==> config.mk <==
export PLATFORM = sky130hd
export DESIGN_NAME = branch_resolve_unit_flat
export DESIGN_NICKNAME = d
export VERILOG_FILES = /design/src/rtl/branch_resolve_unit_if.sv /design/src/rtl/branch_resolve_unit.sv /design/src/flat_wrapper.sv
export SDC_FILE = /design/constraint.sdc
export NUM_CORES = 1
export LEC_CHECK = 0
export ABC_AREA = 1
export ABC_CLOCK_PERIOD_IN_PS = 7450
export BUFFER_PORTS_ARGS = -buffer_cell sky130_fd_sc_hd__buf_2
export CORE_ASPECT_RATIO = 1.25
export CORE_MARGIN = 2
export CORE_UTILIZATION = 35
export DETAILED_ROUTE_END_ITERATION = 16
export PLACE_DENSITY = 0.65
export SYNTH_ARGS = -nofsm -noshare
export SYNTH_HDL_FRONTEND = slang
export SYNTH_SLANG_ARGS = --single-unit
==> constraint.sdc <==
create_clock -name CLK -period 7.45 [get_ports CLK]
set_input_delay 1.49 -clock CLK [delete_from_list [all_inputs] [get_ports CLK]]
set_output_delay 1.49 -clock CLK [all_outputs]
set_load 0.02 [all_outputs]
==> src/rtl/branch_resolve_unit_if.sv <==
// Decode/EX-facing signal bundle for branch_resolve_unit.
// The master side issues pushes and resolves; the slave side reports updates, flushes and status.
interface branch_resolve_unit_if #(
    parameter int CNT_W = 16
);
    logic             push_en;
    logic [31:0]      push_pc;
    logic             push_pred_taken;
    logic [31:0]      push_pred_target;
    logic             res_en;
    logic [31:0]      res_pc;
    logic             res_taken;
    logic [31:0]      res_target;
    logic             flush;
    logic [31:0]      redirect_pc;
    logic             upd_br;
    logic             upd_taken;
    logic [31:0]      upd_pc;
    logic [31:0]      upd_target;
    logic             full;
    logic             empty;
    logic             err;
    logic [CNT_W-1:0] br_count;
    logic [CNT_W-1:0] miss_count;

    modport master (
        output push_en, push_pc, push_pred_taken, push_pred_target,
        output res_en, res_pc, res_taken, res_target,
        input  flush, redirect_pc, upd_br, upd_taken, upd_pc, upd_target,
        input  full, empty, err, br_count, miss_count
    );

    modport slave (
        input  push_en, push_pc, push_pred_taken, push_pred_target,
        input  res_en, res_pc, res_taken, res_target,
        output flush, redirect_pc, upd_br, upd_taken, upd_pc, upd_target,
        output full, empty, err, br_count, miss_count
    );
endinterface

==> src/rtl/branch_resolve_unit.sv <==
// Tracks decode-time branch predictions in an in-order FIFO, checks them against EX outcomes,
// and issues flush/redirect plus predictor update strobes and saturating perf counters.
module branch_resolve_unit #(
    parameter int DEPTH = 4,
    parameter int CNT_W = 16
) (
    input logic                 CLK,
    input logic                 nRST,
    branch_resolve_unit_if.slave bif
);
    localparam int AW = $clog2(DEPTH);
    localparam logic [AW:0] FULL_CNT = (AW + 1)'(DEPTH);

    logic [31:0]      pc_mem     [DEPTH];
    logic             taken_mem  [DEPTH];
    logic [31:0]      target_mem [DEPTH];

    logic [AW-1:0]    head_q;
    logic [AW-1:0]    tail_q;
    logic [AW:0]      count_q;
    logic [AW:0]      count_d;

    logic             full;
    logic             empty;
    logic             res_valid;
    logic             pc_mismatch;
    logic             dir_mismatch;
    logic             tgt_mismatch;
    logic             mispredict;
    logic             push_ok;
    logic             err_set;

    logic             err_q;
    logic [CNT_W-1:0] br_q;
    logic [CNT_W-1:0] miss_q;
    logic             upd_br_q;
    logic             upd_taken_q;
    logic [31:0]      upd_pc_q;
    logic [31:0]      upd_target_q;
    logic             flush_q;
    logic [31:0]      redirect_q;

    assign full  = (count_q == FULL_CNT);
    assign empty = (count_q == '0);

    always_comb begin
        res_valid    = bif.res_en && !empty;
        pc_mismatch  = (bif.res_pc != pc_mem[head_q]);
        dir_mismatch = (bif.res_taken != taken_mem[head_q]);
        tgt_mismatch = bif.res_taken && taken_mem[head_q] &&
                       (bif.res_target != target_mem[head_q]);
        mispredict   = res_valid && (pc_mismatch || dir_mismatch || tgt_mismatch);
        // A correct resolve frees the head slot in the same edge, so a push while full still fits;
        // a mispredict wipes the FIFO, so a same-cycle push is wrong-path and silently dropped.
        push_ok      = bif.push_en && !mispredict && (!full || res_valid);
        err_set      = (bif.push_en && full && !res_valid) ||
                       (bif.res_en && empty) ||
                       (res_valid && pc_mismatch);
    end

    always_comb begin
        count_d = count_q;
        if (push_ok && !res_valid) begin
            count_d = count_q + 1'b1;
        end else if (res_valid && !push_ok) begin
            count_d = count_q - 1'b1;
        end
    end

    always_ff @(posedge CLK or negedge nRST) begin
        if (!nRST) begin
            head_q  <= '0;
            tail_q  <= '0;
            count_q <= '0;
        end else if (mispredict) begin
            head_q  <= '0;
            tail_q  <= '0;
            count_q <= '0;
        end else begin
            if (res_valid) begin
                head_q <= head_q + 1'b1;
            end
            if (push_ok) begin
                tail_q <= tail_q + 1'b1;
            end
            count_q <= count_d;
        end
    end

    always_ff @(posedge CLK) begin
        if (push_ok) begin
            pc_mem[tail_q]     <= bif.push_pc;
            taken_mem[tail_q]  <= bif.push_pred_taken;
            target_mem[tail_q] <= bif.push_pred_target;
        end
    end

    always_ff @(posedge CLK or negedge nRST) begin
        if (!nRST) begin
            err_q  <= 1'b0;
            br_q   <= '0;
            miss_q <= '0;
        end else begin
            if (err_set) begin
                err_q <= 1'b1;
            end
            if (res_valid && (br_q != '1)) begin
                br_q <= br_q + 1'b1;
            end
            if (mispredict && (miss_q != '1)) begin
                miss_q <= miss_q + 1'b1;
            end
        end
    end

    always_ff @(posedge CLK or negedge nRST) begin
        if (!nRST) begin
            upd_br_q     <= 1'b0;
            upd_taken_q  <= 1'b0;
            upd_pc_q     <= '0;
            upd_target_q <= '0;
            flush_q      <= 1'b0;
            redirect_q   <= '0;
        end else begin
            upd_br_q     <= res_valid;
            upd_taken_q  <= res_valid && bif.res_taken;
            upd_pc_q     <= res_valid ? bif.res_pc : '0;
            upd_target_q <= res_valid ? bif.res_target : '0;
            flush_q      <= mispredict;
            if (mispredict) begin
                redirect_q <= bif.res_taken ? bif.res_target : (bif.res_pc + 32'd4);
            end else begin
                redirect_q <= '0;
            end
        end
    end

    assign bif.full        = full;
    assign bif.empty       = empty;
    assign bif.err         = err_q;
    assign bif.br_count    = br_q;
    assign bif.miss_count  = miss_q;
    assign bif.upd_br      = upd_br_q;
    assign bif.upd_taken   = upd_taken_q;
    assign bif.upd_pc      = upd_pc_q;
    assign bif.upd_target  = upd_target_q;
    assign bif.flush       = flush_q;
    assign bif.redirect_pc = redirect_q;
endmodule
==> src/flat_wrapper.sv <==
// flat-port wrapper written by rule: the top's interface ports become plain ports
module branch_resolve_unit_flat 
#(
    parameter int DEPTH = 4,
    parameter int CNT_W = 16
)
  (CLK, nRST, bif_push_en, bif_push_pc, bif_push_pred_taken, bif_push_pred_target, bif_res_en, bif_res_pc, bif_res_taken, bif_res_target, bif_flush, bif_redirect_pc, bif_upd_br, bif_upd_taken, bif_upd_pc, bif_upd_target, bif_full, bif_empty, bif_err, bif_br_count, bif_miss_count);
  branch_resolve_unit_if #(.CNT_W(CNT_W)) bif_i ();
  input logic CLK;
  input logic nRST;
  input wire logic [$bits(bif_i.push_en)-1:0] bif_push_en;
  input wire logic [$bits(bif_i.push_pc)-1:0] bif_push_pc;
  input wire logic [$bits(bif_i.push_pred_taken)-1:0] bif_push_pred_taken;
  input wire logic [$bits(bif_i.push_pred_target)-1:0] bif_push_pred_target;
  input wire logic [$bits(bif_i.res_en)-1:0] bif_res_en;
  input wire logic [$bits(bif_i.res_pc)-1:0] bif_res_pc;
  input wire logic [$bits(bif_i.res_taken)-1:0] bif_res_taken;
  input wire logic [$bits(bif_i.res_target)-1:0] bif_res_target;
  output wire logic [$bits(bif_i.flush)-1:0] bif_flush;
  output wire logic [$bits(bif_i.redirect_pc)-1:0] bif_redirect_pc;
  output wire logic [$bits(bif_i.upd_br)-1:0] bif_upd_br;
  output wire logic [$bits(bif_i.upd_taken)-1:0] bif_upd_taken;
  output wire logic [$bits(bif_i.upd_pc)-1:0] bif_upd_pc;
  output wire logic [$bits(bif_i.upd_target)-1:0] bif_upd_target;
  output wire logic [$bits(bif_i.full)-1:0] bif_full;
  output wire logic [$bits(bif_i.empty)-1:0] bif_empty;
  output wire logic [$bits(bif_i.err)-1:0] bif_err;
  output wire logic [$bits(bif_i.br_count)-1:0] bif_br_count;
  output wire logic [$bits(bif_i.miss_count)-1:0] bif_miss_count;
  assign bif_i.push_en = bif_push_en;
  assign bif_i.push_pc = bif_push_pc;
  assign bif_i.push_pred_taken = bif_push_pred_taken;
  assign bif_i.push_pred_target = bif_push_pred_target;
  assign bif_i.res_en = bif_res_en;
  assign bif_i.res_pc = bif_res_pc;
  assign bif_i.res_taken = bif_res_taken;
  assign bif_i.res_target = bif_res_target;
  assign bif_flush = bif_i.flush;
  assign bif_redirect_pc = bif_i.redirect_pc;
  assign bif_upd_br = bif_i.upd_br;
  assign bif_upd_taken = bif_i.upd_taken;
  assign bif_upd_pc = bif_i.upd_pc;
  assign bif_upd_target = bif_i.upd_target;
  assign bif_full = bif_i.full;
  assign bif_empty = bif_i.empty;
  assign bif_err = bif_i.err;
  assign bif_br_count = bif_i.br_count;
  assign bif_miss_count = bif_i.miss_count;
  branch_resolve_unit #(.DEPTH(DEPTH), .CNT_W(CNT_W)) u_core (.CLK(CLK), .nRST(nRST), .bif(bif_i));
endmodule
# Word-level counts from Yosys, hierarchy flattened
# Memories as Yosys holds them, arrays and structs flattened.
# Cells that the tools add are included.
# totals
ram_bits	260
inputBits	134
register_bits	139
memories	3
out_inout_bits	134
# mem_list
name	depth	word_bits	rd	rd_clocked_by_memory_dff	write_ports	line_no	text
u_core.pc_mem	4	32	1	0	1	branch_resolve_unit.sv:14	logic [31:0] pc_mem [DEPTH];
u_core.target_mem	4	32	1	0	1	branch_resolve_unit.sv:16	logic [31:0] target_mem [DEPTH];
u_core.taken_mem	4	1	1	0	1	branch_resolve_unit.sv:15	logic taken_mem [DEPTH];
# op_classes
add_sub_neg	7
n_eq_ne	6
muxes	13
n_reduce_logical	29
# ops
cell	count
$mux 32	4
$ne 32x32->1	2
$add 16x1->16 const B	2
$add 32x3->32 const B	1
$ne 16x16->1 const B	2
$logic_and 1x1->1	15
$mux 3	3
$mux 2	4
$logic_not 1->1	5
$logic_or 1x1->1	5
$add 2x1->2 const B	2
$reduce_bool 2->1	2
$add 3x1->3 const B	1
$eq 3x3->1 const B	1
$logic_not 3->1	1
$reduce_bool 3->1	1
$sub 3x1->3 const B	1
$mux 1	2
$ne 1x1->1	1

# Longest topological paths before layout
# Gate-level depths: netlist (run 1).
# An unclocked memory read counts as a cell.
# logic_depth
word_depth	13
ltp_mapped	26

# Least setup slack after synthesis (run 1)
# No wires, ideal clock.
# synth_timing
kind	input to register
from	in bif_res_pc[17]
to	mem u_core.pc_mem[0][0] (enable)
path_stages	14
setup_slack_ns	1.680
setup_ns	0.488
n_path_buf	1
t_arrival_ns	5.282
path_cell_list	inv_1 nand2_1 nand2_1 nand2_1 nor2_1 nand2_1 nor2_1 nand2_1 nor2_2 nand2_2 nand2_1 buf_6 nand2_2 nor2_1
# synth_between
elab_chain_cells	9
# synth_rtl
item	line_no	text
from (decl)	flat_wrapper.sv:16	input wire logic [$bits(bif_i.res_pc)-1:0] bif_res_pc;
$ne 32x32->1	branch_resolve_unit.sv:48	pc_mismatch = (bif.res_pc != pc_mem[head_q]);
$logic_or 1x1->1 (2 in a row)	branch_resolve_unit.sv:52	mispredict = res_valid && (pc_mismatch || dir_mismatch || tgt_mismatch);
$logic_and 1x1->1	branch_resolve_unit.sv:52	
$logic_not 1->1	branch_resolve_unit.sv:55	push_ok = bif.push_en && !mispredict && (!full || res_valid);
$logic_and 1x1->1 (2 in a row)	branch_resolve_unit.sv:55	
$mux 1	branch_resolve_unit.sv:91	if (push_ok) begin
$mux 1 (implied by the code)	branch_resolve_unit.sv:92	pc_mem[tail_q] <= bif.push_pc;
to (decl)	branch_resolve_unit.sv:14	
# No other way between the ends.

# Final worst setup path (run 1)
# layout_timing
from	reg u_core.head_q[0]
to	mem u_core.pc_mem[0][31] (enable)
# layout_between
elab_chain_cells	10
elab_cells_between_ends	16
cone_classes	3 x eq/ne; 2 x mux; 8 x reduce/logical; 3 x memory
# layout_rtl
item	line_no	text
from (decl)	branch_resolve_unit.sv:18	logic [AW-1:0] head_q;
from (signal assigned)	branch_resolve_unit.sv:81	head_q <= head_q + 1'b1;
$mem_v2 4x32 (tied with other cells)	--	
$ne 32x32->1 (tied with other cells)	branch_resolve_unit.sv:48	
$logic_or 1x1->1 or $logic_and 1x1->1 (tied branches)	branch_resolve_unit.sv:52, branch_resolve_unit.sv:50	
$logic_or 1x1->1 *	branch_resolve_unit.sv:52	
$logic_and 1x1->1 *	branch_resolve_unit.sv:52	
$logic_not 1->1 *	branch_resolve_unit.sv:55	
$logic_and 1x1->1 * (2 in a row)	branch_resolve_unit.sv:55	
$mux 1 *	branch_resolve_unit.sv:91	
$mux 1 (implied by the code) *	branch_resolve_unit.sv:92	
# Mark *: on every way between the ends. The rest lies on a longest branch, timed or not.

==> reports/results.md, run 1 <==
| Step | Parameter | This run |
|:---|:---|:---|
| die | Die Ht | 252 um |
| detailed routing | Via count | 13200 |
| clock tree | Number of sinks on the clock net | 399 |
| critical path | First element of the critical path | u_core.head_q[0]$_DFFE_PN0P_ |
| clock tree | Count of instances resized after the clock tree is built | 0 |
| detailed routing | Number of vias per cell | 4.97 |
| critical path | CP startpoint kind | flop |
| detailed routing | Number of optimization iterations in the first detailed-route pass | 5 |
| sta | Setup repair after global routing missed its margin | no |
| global route | Vias in the first global route | 12800 |
| synthesis | Post-synth EDFFs | 260 |
| critical path | FF-to-FF Start | u_core.head_q[0]$_DFFE_PN0P_ |
| global route | Overflow left after global routing | 0 |
| pwr | Leak Pwr | 0.00937 uW |
| synthesis | Dominant cells by area after synthesis | sky130_fd_sc_hd__edfxtp_1 45%, sky130_fd_sc_hd__dfrtp_1 20%, sky130_fd_sc_hd__nand2_1 12% |
| synthesis | Number of nets produced by synthesis | 1850 |
| cells and area | Total Nets Final | 2109 |
| detailed routing | Drt drc | 0 |
| clock tree | Clock-pin transition on the worst setup and hold timing paths | 0.06 ns |
| global route | Initial antenna violation count | 16 |
| die | Number of core rows | 90 |
| die | Die width | 202 um |
| hold path | Hold Startpoint | u_core.bif.br_count[11]$_DFFE_PN0P_ |
| critical path | Delay of the slowest critical-path stage | 1.02 ns |
| critical path | Worst path bufs/invs | 3 |
| detailed routing | Count of routing violations after the opening detailed-route iteration | 1035 |
| outcome | Run status | completed |
| synthesis | Synth top area share | 0.454 |
| sta | Final Max Slew Viols | 0 |
| job | Max cap viols | 0 |
| sta | Worst-margin pin slew | 1.01 ns |
| critical path | Capturing element type of the critical path | flop |
| pwr | Worst supply voltage drop on vdd | 0.220 mV |
| critical path | CP arrival | 5.16 ns |
| die | Starting Density | 0.355 |
| sta | Clock skew after layout | 0.0192 ns |
| clock tree | Number of hold-repair buffers added at the cts stage | 0 |
| critical path | Critical Path RT | 7.68 ns |
| clock tree | Number of buffers added by the clock tree synthesis step | 40 |
| die | I/O pin total | 268 |
| critical path | Worst setup path category | reg2reg |
| global route | Global-route wire length before repair | 77800 um |
| critical path | Cell type group with the largest total delay on the critical path | simple AND/OR/NAND/NOR gates |
| clock tree | Post-CTS setup-driven buffer insertion count | 0 |
| detailed routing | Final wirelength | 52300 um |
| synthesis | Cell type contributing the most total cell area after synthesis | sky130_fd_sc_hd__edfxtp_1 |
| pwr | Pwr dens | 345 nW/um^2 |
| synthesis | Synth Area per Inst | 10.1 um^2 |
| synthesis | Share of async-settable or async-resettable flops after synthesis | 0.348 |
| critical path | Critical path, cell by cell | clkinv_2 -> buf_4 -> nand2_1 -> nand3_1 -> nand2_1 -> nand2_1 -> nand2_1 -> nand2_1 -> nor2_1 -> nand2_1 -> nor2_1 -> nand2_1 -> nor2_2 -> nand2_2 -> nand2_1 -> nand2_2 -> nor2_4 -> buf_4 |
| synthesis | Cell with the most instances after synthesis | sky130_fd_sc_hd__nand2_1 |
| synthesis | Post-synthesis xor/xnor area fraction | 0.0240 |
| synthesis | Simple-gate share of the synthesized area | 0.249 |
| hold path | Class of the most critical hold timing path | reg2reg |
| clock tree | Clock tree from TritonCTS | yes |
| sta | Finish-stage setup viols | 0 |
| detailed routing | Post-detailed-route wirelength per cell | 19.7 um |
| global route | Maximum number of pins on one net before global-route repair | 98 |
| placement | Number of port buffers | 267 |
| synthesis | Most instantiated cells after synthesis | 561 x sky130_fd_sc_hd__nand2_1, 260 x sky130_fd_sc_hd__edfxtp_1, 233 x sky130_fd_sc_hd__nand3_1, 148 x sky130_fd_sc_hd__nor2_1, 139 x sky130_fd_sc_hd__dfrtp_1 |
| synthesis | Flip-flop and latch count after synthesis | 399 |
| synthesis | Mapped Cells | 1706 |
| synthesis | Count of synthesis-stage warnings from yosys | 0 |
| cells and area | Area overhead of the layout relative to synthesis | 20.1% |
| clock tree | Worst-Skew Late Latency | 0.55 ns |
| sta | Setup total negative slack | 0 ns |
| synthesis | Largest family of logic cells by synthesized area | simple AND/OR/NAND/NOR gates |
| synthesis | Fraction of the mapped netlist area in compound gates | 0.0157 |
| cells and area | Fraction of the core area covered by cells at the end of the flow | 0.426 |
| clock tree | Max Root-Sink Buffers | 3 |
| global route | All-layer global routing usage | 0.203 |
| critical path | Critical path's slowest cell | sky130_fd_sc_hd__dfrtp_4 |
| synthesis | Arithmetic-cell share of the synthesized area counting full adders, half adders and majority gates | 0.00772 |
| sta | Endpoints failing hold | 0 |
| synthesis | Count of cell types in the netlist | 32 |
| die | Core box area | 48400 um^2 |
| synthesis | Multiplexer fraction of the synthesized cell area | 0.000655 |
| placement | Gp weighted congestion | 0.899 |
| placement | DP Wirelength | 36500 um |
| clock tree | CTS root buf | sky130_fd_sc_hd__clkbuf_16 |
| detailed routing | Final antenna-violating net count | 0 |
| synthesis | Fraction of the yosys area taken by sequential cells | 0.657 |
| sta | Shortest period the worst path allows | 4.93 ns |
| die | Die outline area | 50900 um^2 |
| sta | Worst slew margin relative to its limit | 0.330 |
| clock tree | H-tree levels | 2 |
| cells and area | Fraction of layout cells with a size suffix above 1 | 0.185 |
| sta | Period utilisation layout | 0.662 |
| synthesis | Cell area after synthesis | 17200 um^2 |
| critical path | Most frequent CP cell | sky130_fd_sc_hd__nand2_1 |
| synthesis | Primary FF master, synth | sky130_fd_sc_hd__edfxtp_1 |
| critical path | Maximum fanout along the worst path | 81 |
| sta | Peak clock frequency supported by timing | 203 MHz |
[area by class of cell]
| class | count | area [um^2] |
|---|---|---|
| Antenna cell | 6 | 15.0 |
| Clock buffer | 50 | 1180 |
| Clock inverter | 24 | 280 |
| Fill cell | 4644 | 27800 |
| Inverter | 114 | 429 |
| Tap cell | 644 | 806 |
| Multi-Input combinational cell | 1126 | 5130 |
| Timing Repair Buffer | 284 | 1500 |
| Sequential cell | 399 | 11300 |
[cells in the final DEF (no fill, tap or decap), types with 2 or more instances in the layout]
cell type                   netlist  final
sky130_fd_sc_hd__xnor2_1          6      6
sky130_fd_sc_hd__bufinv_16        0      5
sky130_fd_sc_hd__clkinv_1         0      6
sky130_fd_sc_hd__inv_8            0      2
sky130_fd_sc_hd__nand2_2          2      2
sky130_fd_sc_hd__nand4_1         35     35
sky130_fd_sc_hd__nor2_1         148    144
sky130_fd_sc_hd__buf_12           0      2
sky130_fd_sc_hd__inv_2            2      3
sky130_fd_sc_hd__nand2_1        561    561
sky130_fd_sc_hd__edfxtp_1       260    260
sky130_fd_sc_hd__diode_2          0      6
sky130_fd_sc_hd__nor4_1          10     10
sky130_fd_sc_hd__buf_2           31    266
sky130_fd_sc_hd__o22ai_1          2      2
sky130_fd_sc_hd__dfrtp_1        139    137
sky130_fd_sc_hd__clkbuf_16        0     45
sky130_fd_sc_hd__or2_2            2      2
sky130_fd_sc_hd__nor3_1          22     22
sky130_fd_sc_hd__buf_4            7     15
sky130_fd_sc_hd__ha_1             9      9
sky130_fd_sc_hd__nor2_2           2      2
sky130_fd_sc_hd__clkbuf_8         0      4
sky130_fd_sc_hd__nand3_1        233    233
sky130_fd_sc_hd__xor2_1          41     41
sky130_fd_sc_hd__nor2_4           0      4
sky130_fd_sc_hd__clkinv_2         0      5
sky130_fd_sc_hd__inv_1          112    110
sky130_fd_sc_hd__a21oi_1         11     11
sky130_fd_sc_hd__o21ai_0         34     34
sky130_fd_sc_hd__clkinv_4         0      3
[per-stage QoR]
stage / cells / hold slack (ns) / area [um^2] / power (uW) / worst slack [ns]
3_3_place_gp: 2567 / 0.481 / 19200 / 4930 / 2.61
4_1_cts: 2641 / 0.506 / 20600 / 7170 / 2.48
6_report: 2647 / 0.503 / 20600 / 7120 / 2.52
5_1_grt: 2646 / 0.523 / 20600 / 7510 / 2.14
2_1_floorplan: 1706 / 0.518 / 17200 / 4320 / 1.68
3_5_place_dp: 2567 / 0.496 / 19200 / 4970 / 2.52
[power by group]
part | total (uW) | leakage [uW] | switching [uW] | internal [uW]
logic | 1990 | 0.00446 | 1410 | 582
registers | 2930 | 0.00419 | 187 | 2740
clock network | 2200 | 0.000721 | 886 | 1320
total | 7120 | 0.00937 | 2490 | 4640
[logic make-up after synthesis]
family | count (synthesis)
AO/OA/AOI/OAI | 51
XOR/XNOR | 47
adder cells (fa/ha/maj) | 10
multiplexers | 1
flip-flops | 399
AND/OR/NAND/NOR | 1017
buffers and inverters | 181
[worst register-to-register path, stage by stage, from the launching register on]
cell                       delay, ns
sky130_fd_sc_hd__dfrtp_4        1.02
sky130_fd_sc_hd__clkinv_2       0.18
sky130_fd_sc_hd__buf_4          0.40
sky130_fd_sc_hd__nand2_1        0.21
sky130_fd_sc_hd__nand3_1        0.10
sky130_fd_sc_hd__nand2_1        0.12
sky130_fd_sc_hd__nand2_1        0.05
sky130_fd_sc_hd__nand2_1        0.06
sky130_fd_sc_hd__nand2_1        0.06
sky130_fd_sc_hd__nor2_1         0.20
sky130_fd_sc_hd__nand2_1        0.09
sky130_fd_sc_hd__nor2_1         0.13
sky130_fd_sc_hd__nand2_1        0.16
sky130_fd_sc_hd__nor2_2         0.13
sky130_fd_sc_hd__nand2_2        0.25
sky130_fd_sc_hd__nand2_1        0.19
sky130_fd_sc_hd__nand2_2        0.16
sky130_fd_sc_hd__nor2_4         0.70
sky130_fd_sc_hd__buf_4          0.41
[per-layer routing]
metal	global-route usage	up-vias	wire (um)
li1	-	6196	-
met1	0.253	6281	20900
met2	0.340	527	25200
met3	0.0381	141	3400
met4	0.101	16	2730
met5	0	-	102
[registers in the layout, indices dropped and copies added, names as in the netlist]
| name | count |
|---|---|
| u_core.pc_mem | 128 |
| u_core.head_q | 2 |
| u_core.bif.br_count | 16 |
| u_core.bif.err | 1 |
| u_core.count_q | 3 |
| u_core.taken_mem | 4 |
| u_core.bif.miss_count | 16 |
| u_core.tail_q | 2 |
| u_core.target_mem | 128 |
| u_core.bif.upd_target | 32 |
| u_core.bif.upd_br | 1 |
| u_core.bif.redirect_pc | 32 |
| u_core.bif.upd_taken | 1 |
| u_core.bif.flush | 1 |
| u_core.bif.upd_pc | 32 |
[worst paths after layout]
kind                                                       endpoint  slack, ns  cells past startpoint
worst min register to register  u_core.bif.br_count[11]$_DFFE_PN0P_       0.50                      1
worst min-delay path            u_core.bif.br_count[11]$_DFFE_PN0P_       0.50                      1
min in group asynchronous           u_core.bif.upd_pc[26]$_DFF_PN0_       1.06                      1
max in group asynchronous       u_core.bif.redirect_pc[3]$_DFF_PN0_       5.25                      2
worst max register to register       u_core.pc_mem[0][31]$_DFFE_PP_       2.52                     18
worst max-delay path                 u_core.pc_mem[0][31]$_DFFE_PP_       2.52                     18
No activity file was read; power rests on OpenSTA's default activity.
==> run 2, diff against run 1 <==
--- a/config.mk
+++ b/config.mk
@@ -5,14 +5,14 @@
 export SDC_FILE = /design/constraint.sdc
 export NUM_CORES = 1
 export LEC_CHECK = 0
-export ABC_AREA = 1
-export ABC_CLOCK_PERIOD_IN_PS = 7450
+export ABC_AREA = 0
+export ABC_CLOCK_PERIOD_IN_PS = 4200
 export BUFFER_PORTS_ARGS = -buffer_cell sky130_fd_sc_hd__buf_2
 export CORE_ASPECT_RATIO = 1.25
 export CORE_MARGIN = 2
 export CORE_UTILIZATION = 35
 export DETAILED_ROUTE_END_ITERATION = 16
-export PLACE_DENSITY = 0.65
+export PLACE_DENSITY = 0.67
 export SYNTH_ARGS = -nofsm -noshare
 export SYNTH_HDL_FRONTEND = slang
 export SYNTH_SLANG_ARGS = --single-unit
==> constraint.sdc (replaced) <==
create_clock -name CLK -period 4.2 [get_ports CLK]
set_input_delay 0.84 -clock CLK [delete_from_list [all_inputs] [get_ports CLK]]
set_output_delay 0.84 -clock CLK [all_outputs]
set_load 0.02 [all_outputs]
==> run 2 against run 1 <==
Effect of this change: synthesized cell count decreased by 43%; clock skew up 0.0030 ns; clock-buffer cell count is 4 higher; total power rose by 55%; sequential share of layout area up 2.7 points; die area decreased by 7.0%; clock power up 80%; core utilization rose by 1.0 points; via count down 28%; first-iteration DRC count down 35%; cell count down 29%.
==> reports/results.md, run 2 <==
| Step | Parameter | This run |
|:---|:---|:---|
| outcome | Run status | completed |
| detailed routing | Drt drc | 0 |
| critical path | Capturing element type of the critical path | flop |
| detailed routing | Via count | 9434 |
| sta | Min setup slack post-route | 0.414 ns |
| job | Max cap viols | 0 |
| detailed routing | Final wirelength | 42900 um |
| die | Die Ht | 243 um |
| die | Number of core rows | 87 |
| critical path | Critical path's slowest cell | sky130_fd_sc_hd__dfrtp_4 |
| synthesis | Post-synth EDFFs | 260 |
| placement | Pre-CTS setup slack | 0.208 ns |
| clock tree | Clock-pin transition on the worst setup and hold timing paths | 0.06 ns |
| global route | All-layer global routing usage | 0.181 |
| synthesis | Primary FF master, synth | sky130_fd_sc_hd__edfxtp_1 |
| critical path | CP startpoint kind | flop |
| critical path | Maximum fanout along the worst path | 17 |
| synthesis | Cell area after synthesis | 16000 um^2 |
| detailed routing | Count of routing violations after the opening detailed-route iteration | 674 |
| clock tree | Clock tree from TritonCTS | yes |
| sta | Setup total negative slack | 0 ns |
| die | Die outline area | 47300 um^2 |
| cells and area | Fraction of the core area covered by cells at the end of the flow | 0.436 |
| detailed routing | Post-detailed-route wirelength per cell | 22.7 um |
| sta | Worst-margin pin slew | 0.956 ns |
| synthesis | Synth Area per Inst | 16.5 um^2 |
| critical path | Setup slack on the worst flop-to-flop path | 0.41 ns |
| die | I/O pin total | 268 |
| global route | Initial antenna violation count | 13 |
| die | Die width | 195 um |
| sta | Clock skew after layout | 0.0223 ns |
| critical path | CP arrival | 4.26 ns |
| cells and area | Registers with the highest flip-flop counts | u_core.pc_mem (128), u_core.target_mem (128) |
| pwr | Pwr dens | 562 nW/um^2 |
| placement | Gp weighted congestion | 0.838 |
| critical path | Worst setup path category | reg2reg |
| pwr | Worst supply voltage drop on vdd | 0.294 mV |
| synthesis | Cell type contributing the most total cell area after synthesis | sky130_fd_sc_hd__edfxtp_1 |
| cells and area | Number of fillers in the final layout | 4048 |
| global route | Overflow left after global routing | 0 |
| critical path | R2R cell count | 14 |
| sta | Period utilisation layout | 0.901 |
| sta | Endpoints failing hold | 0 |
| critical path | Most frequent CP cell | sky130_fd_sc_hd__nor2_1 |
| critical path | Critical Path RT | 4.68 ns |
| detailed routing | Number of optimization iterations in the first detailed-route pass | 5 |
| synthesis | Most instantiated cells after synthesis | 260 x sky130_fd_sc_hd__edfxtp_1, 139 x sky130_fd_sc_hd__dfrtp_1, 87 x sky130_fd_sc_hd__xnor2_1, 80 x sky130_fd_sc_hd__and2_1, 65 x sky130_fd_sc_hd__mux4_2 |
| synthesis | Simple-gate share of the synthesized area | 0.0892 |
| detailed routing | Final antenna-violating net count | 0 |
| synthesis | Share of async-settable or async-resettable flops after synthesis | 0.348 |
| cells and area | Area of combinational cells with multiple inputs | 4430 um^2 |
| cells and area | Total Nets Final | 1417 |
| synthesis | Cell with the most instances after synthesis | sky130_fd_sc_hd__edfxtp_1 |
| clock tree | H-tree levels | 2 |
| clock tree | CTS root buf | sky130_fd_sc_hd__clkbuf_16 |
| sta | Final Max Slew Viols | 0 |
| clock tree | Number of buffers added by the clock tree synthesis step | 42 |
| clock tree | Worst-Skew Late Latency | 0.55 ns |
| clock tree | Max Root-Sink Buffers | 3 |
| critical path | Critical path, cell by cell | buf_12 -> mux4_2 -> xnor2_1 -> nand4_1 -> nor4_1 -> a21boi_1 -> o21ai_2 -> inv_2 -> nor2_1 -> ha_1 -> fa_1 -> nor2_1 -> a21oi_1 -> nor2_1 |
| critical path | Delay of the slowest critical-path stage | 0.54 ns |
| clock tree | Number of sinks on the clock net | 399 |
| global route | Global-route wire length before repair | 63000 um |
| sta | Shortest period the worst path allows | 3.79 ns |
| placement | Number of port buffers | 267 |
| cells and area | Register area | 11300 um^2 |
| cells and area | Leading cell types in the layout, fill and taps excluded | 266 x sky130_fd_sc_hd__buf_2, 260 x sky130_fd_sc_hd__edfxtp_1, 137 x sky130_fd_sc_hd__dfrtp_1 |
| synthesis | Flip-flop and latch count after synthesis | 399 |
| die | Starting Density | 0.354 |
| cells and area | Fraction of layout cells with a size suffix above 1 | 0.342 |
| placement | DP Wirelength | 31000 um |
| cells and area | Leading cell type in the layout, fill and taps excluded | sky130_fd_sc_hd__buf_2 |
| global route | Vias in the first global route | 9832 |
| synthesis | Count of synthesis-stage warnings from yosys | 0 |
| sta | Worst slew margin relative to its limit | 0.363 |
| synthesis | Post-synthesis xor/xnor area fraction | 0.0664 |
| synthesis | Multiplexer fraction of the synthesized cell area | 0.0985 |
| clock tree | Number of hold-repair buffers added at the cts stage | 0 |
| synthesis | Number of nets produced by synthesis | 1114 |
| sta | Finish-stage setup viols | 0 |
| hold path | Class of the most critical hold timing path | in2async |
| synthesis | Mapped Cells | 970 |
| detailed routing | Number of vias per cell | 5.00 |
| pwr | Leak Pwr | 0.00769 uW |
| synthesis | Count of cell types in the netlist | 38 |
| synthesis | Synth top area share | 0.489 |
| synthesis | Arithmetic-cell share of the synthesized area counting full adders, half adders and majority gates | 0.00831 |
| synthesis | Fraction of the yosys area taken by sequential cells | 0.707 |
| synthesis | Largest family of logic cells by synthesized area | multiplexers |
| synthesis | Dominant cells by area after synthesis | sky130_fd_sc_hd__edfxtp_1 49%, sky130_fd_sc_hd__dfrtp_1 22%, sky130_fd_sc_hd__mux4_2 9.2% |
| global route | Maximum number of pins on one net before global-route repair | 101 |
| die | Core box area | 45100 um^2 |
| sta | Peak clock frequency supported by timing | 264 MHz |
| synthesis | Fraction of the mapped netlist area in compound gates | 0.0148 |
| cells and area | Area overhead of the layout relative to synthesis | 23.2% |
| sta | Setup repair after global routing missed its margin | no |
-- run 2: cell types whose count changed in the layout (fill, tap and decap cells not counted), moves of 16 or more --
cell / previous run / this run
sky130_fd_sc_hd__mux4_2: 0 / 65
sky130_fd_sc_hd__and2_1: 0 / 76
sky130_fd_sc_hd__nand2_1: 561 / 33
sky130_fd_sc_hd__xnor2_1: 6 / 87
sky130_fd_sc_hd__o21ai_0: 34 / 18
sky130_fd_sc_hd__inv_1: 110 / 12
sky130_fd_sc_hd__nor2_1: 144 / 63
sky130_fd_sc_hd__nand3_1: 233 / 28
-- run 2: final cells by class --
type,instances,area share
repair buffers,297,0.0842
inverters,14,0.00267
flip-flops and latches,399,0.574
multi-input cells,519,0.225
well taps,578,0.0368
diodes,3,0.000382
clock buffers,54,0.0600
clock inverters,24,0.0162
-- run 2: where the power goes --
group / switching, uW / internal (uW) / total [uW]
sequential: 223 / 4840 / 5070
clock: 1540 / 2430 / 3960
combinational: 1290 / 726 / 2020
total: 3050 / 8000 / 11000
-- run 2: routing by layer --
metal | up-vias | routed length [um] | global-route usage | share of wire
li1 | 4176 | - | - | -
met1 | 4792 | 16700 | 0.226 | 0.39
met2 | 381 | 21800 | 0.314 | 0.51
met3 | 75 | 3100 | 0.0395 | 0.072
met4 | 10 | 1160 | 0.0543 | 0.027
met5 | - | 71 | 0 | 0.0017
-- run 2: repair_timing --
item | in CTS | in global routing
setup buffers | 0 | 7
endpoints found under the setup margin | 0 | 2
endpoints found under the hold margin | 0 | 0
resized for setup | 0 | 0
-- run 2: per-stage QoR --
stage / instance area, um^2 / instances / hold slack [ns] / power, uW
floorplan: 16000 / 970 / 0.503 / 6320
global placement: 18100 / 1800 / 0.449 / 7130
detailed placement: 18100 / 1800 / 0.463 / 7190
CTS: 19600 / 1878 / 0.415 / 11200
global route: 19700 / 1887 / 0.469 / 11500
finish: 19700 / 1888 / 0.397 / 11000
-- run 2: cell families after synthesis --
family | after synthesis
buffers and inverters | 52
multiplexers | 74
AO/OA/AOI/OAI | 44
XOR/XNOR | 121
AND/OR/NAND/NOR | 270
flip-flops | 399
adder cells (fa/ha/maj) | 10
-- run 2: final timing paths --
path | endpoint | start
max in group asynchronous | u_core.bif.upd_pc[12]$_DFF_PN0_ | nRST
min in group CLK | u_core.bif.err$_DFFE_PN0P_ | u_core.bif.err$_DFFE_PN0P_
min reg2reg | u_core.bif.err$_DFFE_PN0P_ | u_core.bif.err$_DFFE_PN0P_
max reg2reg | u_core.count_q[1]$_DFFE_PN0P_ | u_core.head_q[0]$_DFFE_PN0P_
min | u_core.bif.br_count[2]$_DFFE_PN0P_ | nRST
max | u_core.count_q[1]$_DFFE_PN0P_ | u_core.head_q[0]$_DFFE_PN0P_
-- run 2: worst max-delay path: cells and delay by family, from the launching register on --
family          cells  cell delay [ns]
flops               1             0.54
simple gates        5             1.00
compound gates      3             0.48
fa+ha+maj           2             0.69
mux                 1             0.53
xor+xnor            1             0.20
buf+inv             2             0.28
